==> config.mk <==
export PLATFORM = sky130hd
export DESIGN_NAME = ex_stage
export DESIGN_NICKNAME = d
export VERILOG_FILES = /design/src/rtl/ex_stage_pkg.sv /design/src/rtl/ex_stage_mdu.sv /design/src/rtl/ex_stage.sv
export SDC_FILE = /design/constraint.sdc
export NUM_CORES = 2
export LEC_CHECK = 0
export CAP_MARGIN = 20
export CORE_ASPECT_RATIO = 1.4
export CORE_MARGIN = 2
export CORE_UTILIZATION = 35
export DETAILED_ROUTE_END_ITERATION = 16
export SYNTH_ARGS = -nofsm -noshare
export SYNTH_HDL_FRONTEND = slang
export SYNTH_SLANG_ARGS = --single-unit
==> constraint.sdc <==
create_clock -name clk -period 9.47 [get_ports clk]
set_input_delay 0.947 -clock clk [delete_from_list [all_inputs] [get_ports clk]]
set_output_delay 0.947 -clock clk [all_outputs]
set_load 0.01 [all_outputs]
==> src/rtl/ex_stage_pkg.sv <==
// Shared types and constants for the MIPS execute stage.
// Pure declarations, no logic latency.
// No flow control of its own.
package ex_stage_pkg;

    localparam int WORD = 32;

    typedef enum logic [1:0] {
        ALUOP_ADD   = 2'b00,
        ALUOP_SUB   = 2'b01,
        ALUOP_RTYPE = 2'b10,
        ALUOP_ORI   = 2'b11
    } aluop_e;

    typedef enum logic [1:0] {
        MDU_IDLE = 2'd0,
        MDU_BUSY = 2'd1,
        MDU_DONE = 2'd2
    } mdu_state_e;

    localparam logic [5:0] F_SLL   = 6'h00;
    localparam logic [5:0] F_SRL   = 6'h02;
    localparam logic [5:0] F_SRA   = 6'h03;
    localparam logic [5:0] F_MFHI  = 6'h10;
    localparam logic [5:0] F_MFLO  = 6'h12;
    localparam logic [5:0] F_MULT  = 6'h18;
    localparam logic [5:0] F_MULTU = 6'h19;
    localparam logic [5:0] F_DIV   = 6'h1A;
    localparam logic [5:0] F_DIVU  = 6'h1B;
    localparam logic [5:0] F_ADD   = 6'h20;
    localparam logic [5:0] F_ADDU  = 6'h21;
    localparam logic [5:0] F_SUB   = 6'h22;
    localparam logic [5:0] F_SUBU  = 6'h23;
    localparam logic [5:0] F_AND   = 6'h24;
    localparam logic [5:0] F_OR    = 6'h25;
    localparam logic [5:0] F_XOR   = 6'h26;
    localparam logic [5:0] F_NOR   = 6'h27;
    localparam logic [5:0] F_SLT   = 6'h2A;
    localparam logic [5:0] F_SLTU  = 6'h2B;

    // mult/multu/div/divu occupy 0x18..0x1B; the low two bits select the op
    function automatic logic is_mdu_funct(input logic [5:0] f);
        return (f[5:2] == F_MULT[5:2]);
    endfunction

endpackage

==> src/rtl/ex_stage_mdu.sv <==
// Iterative multiply/divide unit with HI/LO registers, one result bit per cycle.
// Latency: start cycle + MDU_ITER busy cycles, HI/LO written at the end of the last busy cycle.
// Backpressure: o_stall holds the pipeline front while starting or busy; abort drops it at once.
module ex_stage_mdu
    import ex_stage_pkg::*;
#(
    parameter int MDU_ITER = 32
) (
    input  logic            clk,
    input  logic            reset,
    input  logic            i_start,
    input  logic            i_abort,
    input  logic [1:0]      i_op,
    input  logic [WORD-1:0] i_a,
    input  logic [WORD-1:0] i_b,
    output logic            o_stall,
    output logic            o_done,
    output logic [WORD-1:0] o_hi,
    output logic [WORD-1:0] o_lo
);

    localparam int CW = (MDU_ITER > 2) ? $clog2(MDU_ITER) : 1;

    mdu_state_e        r_state, w_state_nxt;
    logic [CW-1:0]     r_cnt;
    logic [2*WORD-1:0] r_acc, w_acc_nxt;
    logic [WORD-1:0]   r_b, r_a_raw, r_hi, r_lo, w_hi_nxt, w_lo_nxt;
    logic [WORD-1:0]   w_a_mag, w_b_mag, w_dif;
    logic [WORD:0]     w_sum, w_rem;
    logic              r_is_div, r_neg_res, r_neg_rem, w_a_neg, w_b_neg, w_ge, w_last;

    // Signed ops work on magnitudes; op[0]=1 means unsigned
    assign w_a_neg = ~i_op[0] & i_a[WORD-1];
    assign w_b_neg = ~i_op[0] & i_b[WORD-1];
    assign w_a_mag = w_a_neg ? -i_a : i_a;
    assign w_b_mag = w_b_neg ? -i_b : i_b;

    // FSM next state and stall request
    always_comb begin
        w_state_nxt = r_state;
        o_stall     = 1'b0;
        w_last      = 1'b0;
        case (r_state)
            MDU_IDLE: if (i_start) begin
                w_state_nxt = MDU_BUSY;
                o_stall     = 1'b1;
            end
            MDU_BUSY: if (i_abort) begin
                w_state_nxt = MDU_IDLE;
            end else begin
                o_stall = 1'b1;
                if (r_cnt == CW'(MDU_ITER - 1)) begin
                    w_last      = 1'b1;
                    w_state_nxt = MDU_DONE;
                end
            end
            default: w_state_nxt = MDU_IDLE;
        endcase
    end

    // One shift-add (multiply) or restoring-subtract (divide) step
    always_comb begin
        w_sum = {1'b0, r_acc[2*WORD-1:WORD]} + (r_acc[0] ? {1'b0, r_b} : '0);
        // partial remainder needs 33 bits once shifted, since divisor may exceed 2^31
        w_rem = r_acc[2*WORD-1:WORD-1];
        w_ge  = (w_rem >= {1'b0, r_b});
        w_dif = w_rem[WORD-1:0] - r_b;
        if (r_is_div)
            w_acc_nxt = {(w_ge ? w_dif : w_rem[WORD-1:0]), r_acc[WORD-2:0], w_ge};
        else
            w_acc_nxt = {w_sum, r_acc[WORD-1:1]};
    end

    // Final sign fix-up and divide-by-zero result
    always_comb begin
        w_hi_nxt = r_hi;
        w_lo_nxt = r_lo;
        if (!r_is_div) begin
            {w_hi_nxt, w_lo_nxt} = r_neg_res ? -w_acc_nxt : w_acc_nxt;
        end else if (r_b == '0) begin
            w_hi_nxt = r_a_raw;
            w_lo_nxt = '1;
        end else begin
            w_lo_nxt = r_neg_res ? -w_acc_nxt[WORD-1:0] : w_acc_nxt[WORD-1:0];
            w_hi_nxt = r_neg_rem ? -w_acc_nxt[2*WORD-1:WORD] : w_acc_nxt[2*WORD-1:WORD];
        end
    end

    // State, operand latch, iteration and HI/LO update
    always_ff @(posedge clk or negedge reset) begin
        if (!reset) begin
            r_state   <= MDU_IDLE;
            r_cnt     <= '0;
            r_acc     <= '0;
            r_b       <= '0;
            r_a_raw   <= '0;
            r_is_div  <= 1'b0;
            r_neg_res <= 1'b0;
            r_neg_rem <= 1'b0;
            r_hi      <= '0;
            r_lo      <= '0;
        end else begin
            r_state <= w_state_nxt;
            if (r_state == MDU_IDLE && i_start) begin
                r_cnt     <= '0;
                r_acc     <= {{WORD{1'b0}}, w_a_mag};
                r_b       <= w_b_mag;
                r_a_raw   <= i_a;
                r_is_div  <= i_op[1];
                r_neg_res <= w_a_neg ^ w_b_neg;
                r_neg_rem <= w_a_neg;
            end else if (r_state == MDU_BUSY && !i_abort) begin
                r_acc <= w_acc_nxt;
                r_cnt <= r_cnt + 1'b1;
                if (w_last) begin
                    r_hi <= w_hi_nxt;
                    r_lo <= w_lo_nxt;
                end
            end
        end
    end

    assign o_done = (r_state == MDU_DONE);
    assign o_hi   = r_hi;
    assign o_lo   = r_lo;

endmodule

==> src/rtl/ex_stage.sv <==
// MIPS execute stage: ALU, branch target, destination select, EX/MEM register, HI/LO mult/div.
// Latency: 1 cycle for ALU ops; mult/div hold the stage for 1 + MDU_ITER cycles then leave.
// Backpressure: stall asserts while the MDU starts or iterates; flush overrides and squashes.
module ex_stage
    import ex_stage_pkg::*;
#(
    parameter int MDU_ITER = 32
) (
    input  logic            clk,
    input  logic            reset,
    input  logic            flush,
    input  logic            RegDst,
    input  logic            ALUSrc,
    input  logic            Branch_in,
    input  logic            MemRead_in,
    input  logic            MemWrite_in,
    input  logic            RegWrite_in,
    input  logic            MemtoReg_in,
    input  logic [1:0]      ALUOp,
    input  logic [WORD-1:0] PCplus4,
    input  logic [WORD-1:0] ReadData1,
    input  logic [WORD-1:0] ReadData2,
    input  logic [WORD-1:0] SignExtImm,
    input  logic [4:0]      Rt,
    input  logic [4:0]      Rd,
    output logic            stall,
    output logic            zero,
    output logic            Branch,
    output logic            MemRead,
    output logic            MemWrite,
    output logic            RegWrite_out,
    output logic            MemtoReg_out,
    output logic [4:0]      RegDstAddress_out,
    output logic [WORD-1:0] BranchTarget,
    output logic [WORD-1:0] ALUResult_out,
    output logic [WORD-1:0] MemWriteData
);

    logic [5:0]      w_funct;
    logic [4:0]      w_shamt;
    logic [WORD-1:0] w_opb, w_result, w_hi, w_lo;
    logic            w_known, w_mdu_start, w_mdu_done, w_bubble, w_kill;

    assign w_funct = SignExtImm[5:0];
    assign w_shamt = SignExtImm[10:6];
    assign w_opb   = ALUSrc ? SignExtImm : ReadData2;

    // No MDU start while reset is held so stall stays low in the reset state
    assign w_mdu_start = reset & ~flush & (ALUOp == ALUOP_RTYPE) & is_mdu_funct(w_funct);

    ex_stage_mdu #(.MDU_ITER(MDU_ITER)) u_mdu (
        .clk     (clk),
        .reset   (reset),
        .i_start (w_mdu_start),
        .i_abort (flush),
        .i_op    (w_funct[1:0]),
        .i_a     (ReadData1),
        .i_b     (ReadData2),
        .o_stall (stall),
        .o_done  (w_mdu_done),
        .o_hi    (w_hi),
        .o_lo    (w_lo)
    );

    // ALU control decode and operation
    always_comb begin
        w_result = '0;
        w_known  = 1'b1;
        case (aluop_e'(ALUOp))
            ALUOP_ADD: w_result = ReadData1 + w_opb;
            ALUOP_SUB: w_result = ReadData1 - w_opb;
            ALUOP_ORI: w_result = ReadData1 | {16'b0, SignExtImm[15:0]};
            ALUOP_RTYPE: begin
                case (w_funct)
                    F_ADD, F_ADDU: w_result = ReadData1 + w_opb;
                    F_SUB, F_SUBU: w_result = ReadData1 - w_opb;
                    F_AND:  w_result = ReadData1 & w_opb;
                    F_OR:   w_result = ReadData1 | w_opb;
                    F_XOR:  w_result = ReadData1 ^ w_opb;
                    F_NOR:  w_result = ~(ReadData1 | w_opb);
                    F_SLT:  w_result = {{(WORD-1){1'b0}}, $signed(ReadData1) < $signed(w_opb)};
                    F_SLTU: w_result = {{(WORD-1){1'b0}}, ReadData1 < w_opb};
                    F_SLL:  w_result = ReadData2 << w_shamt;
                    F_SRL:  w_result = ReadData2 >> w_shamt;
                    F_SRA:  w_result = $unsigned($signed(ReadData2) >>> w_shamt);
                    F_MFHI: w_result = w_hi;
                    F_MFLO: w_result = w_lo;
                    F_MULT, F_MULTU, F_DIV, F_DIVU: w_result = '0;
                    default: w_known = 1'b0;
                endcase
            end
            default: w_result = '0;
        endcase
    end

    // Bubble while stalled or squashed; a finishing mult/div leaves without side effects
    assign w_bubble = flush | stall;
    assign w_kill   = w_mdu_done | ~w_known;

    // EX/MEM pipeline register
    always_ff @(posedge clk or negedge reset) begin
        if (!reset) begin
            zero              <= 1'b0;
            Branch            <= 1'b0;
            MemRead           <= 1'b0;
            MemWrite          <= 1'b0;
            RegWrite_out      <= 1'b0;
            MemtoReg_out      <= 1'b0;
            RegDstAddress_out <= '0;
            BranchTarget      <= '0;
            ALUResult_out     <= '0;
            MemWriteData      <= '0;
        end else begin
            zero              <= ~w_bubble & (w_result == '0);
            Branch            <= ~w_bubble & Branch_in;
            MemRead           <= ~w_bubble & ~w_mdu_done & MemRead_in;
            MemWrite          <= ~w_bubble & ~w_mdu_done & MemWrite_in;
            RegWrite_out      <= ~w_bubble & ~w_kill & RegWrite_in;
            MemtoReg_out      <= ~w_bubble & MemtoReg_in;
            RegDstAddress_out <= RegDst ? Rd : Rt;
            BranchTarget      <= PCplus4 + (SignExtImm << 2);
            ALUResult_out     <= w_result;
            MemWriteData      <= ReadData2;
        end
    end

endmodule

==> summary.txt <==
Status
  • Outcome: completed

Place
  • Placed Instances: 5268
  • I/O Buffers: 257
  • Place WS: 2.65 ns
  • Dpl hpwl: 124 mm
  • RD Place Congestion: 1.08

Clock tree
  • Max Root-Sink Buffers: 3
  • Total CTS buffers: 37
  • TritonCTS Sinks: 309
  • Reg clk slew, reported paths: 0.07 ns
  • H-tree Lvls: 2
  • Clock root buffer: clkbuf_16
  • TritonCTS clock tree: done
  • Worst-skew pair later-pin latency: 0.60 ns
  • Post-CTS setup buffer count: 0
  • Post-CTS Resized: 0
  • Hold_buf cts: 0

Floorplan
  • Num rows: 130
  • CORE AREA: 89900 um2
  • DIE HEIGHT: roughly 360 um
  • IO Pins: 258
  • Initial core utilization: 35.4%
  • Die area: 93300 um2
  • Die W: 259 um

Drt
  • Post-route DRC: 0
  • Via count of the routed design: between 30000 and 40000
  • Initial drt markers: approximately 3800
  • Final WL: 161 mm
  • Vias per cell: 6.28
  • Post-route ant nets: 0
  • DR pass1 iterations: 11
  • Post-DR wirelength/cell: 30.2 um

Global routing
  • Initial antenna violation count: 3
  • Pin count of the biggest net entering global routing: 142
  • Vias in the first global route: 32700
  • First-pass GRT wire length: about 230 mm
  • GR Overflow Total: 0
  • Gr usage total: 33.9%

Layout
  • Layout area overhead: 16.1%
  • # nets final: 4495
  • Register area: 7740 um2
  • Most common cell after layout, fill and taps aside: nand2_1
  • Area of the multi-input gates: 22400 um2
  • Share of cells above drive strength 1: 7.87%
  • Final Non-Filler Cells: 5344
  • Fill count: 9200
  • Most frequent cells in the layout: nand2_1 (385), o21ai_0 (357), nor2_1 (332)

Yosys
  • Syn nets: approximately 4400
  • Syn Inst Count: 3986
  • Synth Cell Area: around 32000 um2
  • EDFF count, synth: 0
  • Async set-or-reset flop fraction in the synthesized netlist: 100%
  • Netlist cell types: 106
  • Most used DFF post-synth: dfrtp_1
  • Synth Warn #: 0
  • Mapped Avg Cell Area: 7.98 um2
  • Synthesized flop and latch total: 309
  • Register area share after synthesis: about 24%

STA
  • Final Cycle Share: approximately two thirds
  • Max_slew headroom: 22.2%
  • Final Setup Violations: 0
  • Skew final: 0.0281 ns
  • Max Slew Vio Count: 0
  • Fmax: 0.154 GHz
  • Min Tclk post-route: 6.49 ns
  • RSZ-0062 raised after global routing: false
  • Final Hold Fails: 0
  • Setup tns final: 0 ns
  • Least-Margin Pin Slew: 1.13 ns
  • Final WS setup: slightly below 3 ns

Power
  • Power share of the clock group: 28.6%
  • Internal: 3220 uW
  • Logic pwr share: 43.4%
  • Psw: 2240 uW
  • Switch share: 41.1%
  • Leakage power: 0.0154 uW
  • Pwr per Cell Area: 148 nW/um2
  • VDD IR-drop max: 0.000142 V
  • Share of power burned in registers: 28.0%

Hold path
  • Hold Crit Class: in2async

Flow run
  • Max Cap Violations: 0

Critical path
  • Critical path type: reg2reg
  • Req. time, crit path: around 10 ns
  • R2r startpoint: u_mdu.r_b[21]$_DFFE_PN0P_
  • CP Capture Type: register
  • CP startpoint kind: register
  • Worst-path fanout max: 16
  • Origin of the worst setup path: u_mdu.r_b[21]$_DFFE_PN0P_
  • WP data arrival: around 7 ns
[worst max-delay path, stage by stage, from the launching register on]
cell,delay (ns)
dfrtp_1,0.57
inv_1,0.08
ha_1,0.48
nand4_1,0.23
nor3_1,0.52
a31oi_1,0.22
o21a_1,0.51
nand2_1,0.26
a21oi_1,0.11
mux2i_1,0.26
ha_1,0.20
inv_1,0.08
a2111oi_0,0.32
a211oi_1,0.17
or4_1,0.59
nor3_1,0.75
nand3_1,0.28
nor3_1,0.26
mux2_2,0.36
o211ai_1,0.15
[power by group through the flow]
| stage | logic, uW | clock network [uW] | registers, uW |
|---|---|---|---|
| 2_1_floorplan | 1400 | 0 | 1540 |
| 3_3_place_gp | 2280 | 0 | 1550 |
| 3_5_place_dp | 2280 | 0 | 1540 |
| 4_1_cts | 2290 | 1590 | 1520 |
| 5_1_grt | 2520 | 1640 | 1530 |
| 6_report | 2370 | 1560 | 1530 |
[worst paths after layout]
kind | to | slack (ns) | cells past startpoint
worst max-delay path | u_mdu.o_hi[30]$_DFFE_PN0P_ | 2.98 | 19
worst max register to register | u_mdu.o_hi[30]$_DFFE_PN0P_ | 2.98 | 19
max in group asynchronous | BranchTarget[2]$_DFF_PN0_ | 6.99 | 3
worst min-delay path | BranchTarget[1]$_DFF_PN0_ | 0.32 | 1
worst min register to register | u_mdu.r_a_raw[7]$_DFFE_PN0P_ | 0.48 | 2
min in group clk | u_mdu.r_a_raw[7]$_DFFE_PN0P_ | 0.48 | 2
[layout make-up]
class                           instances  share of cell area (%)
Clock inverter                         18                   0.691
Multi-Input combinational cell       3228                    60.6
Antenna cell                            2                  0.0136
Sequential cell                       309                    21.0
Tap cell                             1188                    4.03
Timing Repair Buffer                  360                    9.02
Clock buffer                           47                    2.74
Inverter                              192                    1.95
[sequential cells by signal, summed over array words and instances (netlist names), 32 cells and up]
register / flops
ALUResult_out: 32
u_mdu.o_hi: 32
MemWriteData: 32
BranchTarget: 32
u_mdu.r_b: 32
u_mdu.o_lo: 32
u_mdu.r_a_raw: 32
u_mdu.r_acc: 64
[logic make-up (layout without fill, tap and decap cells)]
kind of cell             count (synthesis)  in the layout  share of synthesized area [%]
AND/OR/NAND/NOR                       1287           1287                           19.5
AO/OA/AOI/OAI                         1284           1284                           26.6
buffers and inverters                  449            617                           5.40
flip-flops                             309            309                           24.3
XOR/XNOR                               242            242                           6.66
adder cells (fa/ha/maj)                217            217                           8.65
multiplexers                           198            198                           8.83
other                                    0              2                              0
[stage by stage]
stage | utilization, % | total power [uW] | instance area, um2 | hold WS (ns)
final | 41.1 | 5450 | 36900 | 0.317
after global routing | 41.1 | 5690 | 36900 | 0.352
after detailed placement | 39.6 | 3820 | 35600 | 0.466
after CTS | 41.0 | 5410 | 36800 | 0.321
after floorplan | - | 2940 | 31800 | 0.439
after global placement | 39.6 | 3820 | 35600 | 0.460
[cells in the mapped netlist (41+ instances only)]
master    count  share of area (%)
nand3_1      87                1.4
mux2i_1     105                3.3
o21ai_0     357                5.6
nor4_1       42               0.83
xnor2_1     167                4.6
nand2_1     385                4.5
mux4_2       63                4.5
a211oi_1     53                1.3
a21oi_1     257                4.0
clkbuf_1    209                2.5
a31oi_1      66                1.3
a21o_1       52                1.2
and2_1       64                1.3
inv_1       189                2.2
a22oi_1      52                1.2
nor3_1       97                1.5
o31ai_1      41               0.97
dfrtp_1     309                 24
ha_1        212                8.3
nor2_1      335                4.0
xor2_1       75                2.1
[layer usage]
metal | up-vias | GRT usage [%] | routed length [um]
met1 | 16200 | 39.2 | 59200
met4 | 0 | 28.4 | 16400
li1 | 15000 | - | -
met3 | 473 | 5.77 | 12300
met2 | 1903 | 54.7 | 73300
met5 | - | 0 | 0
Power figures use the tool's default switching activity.
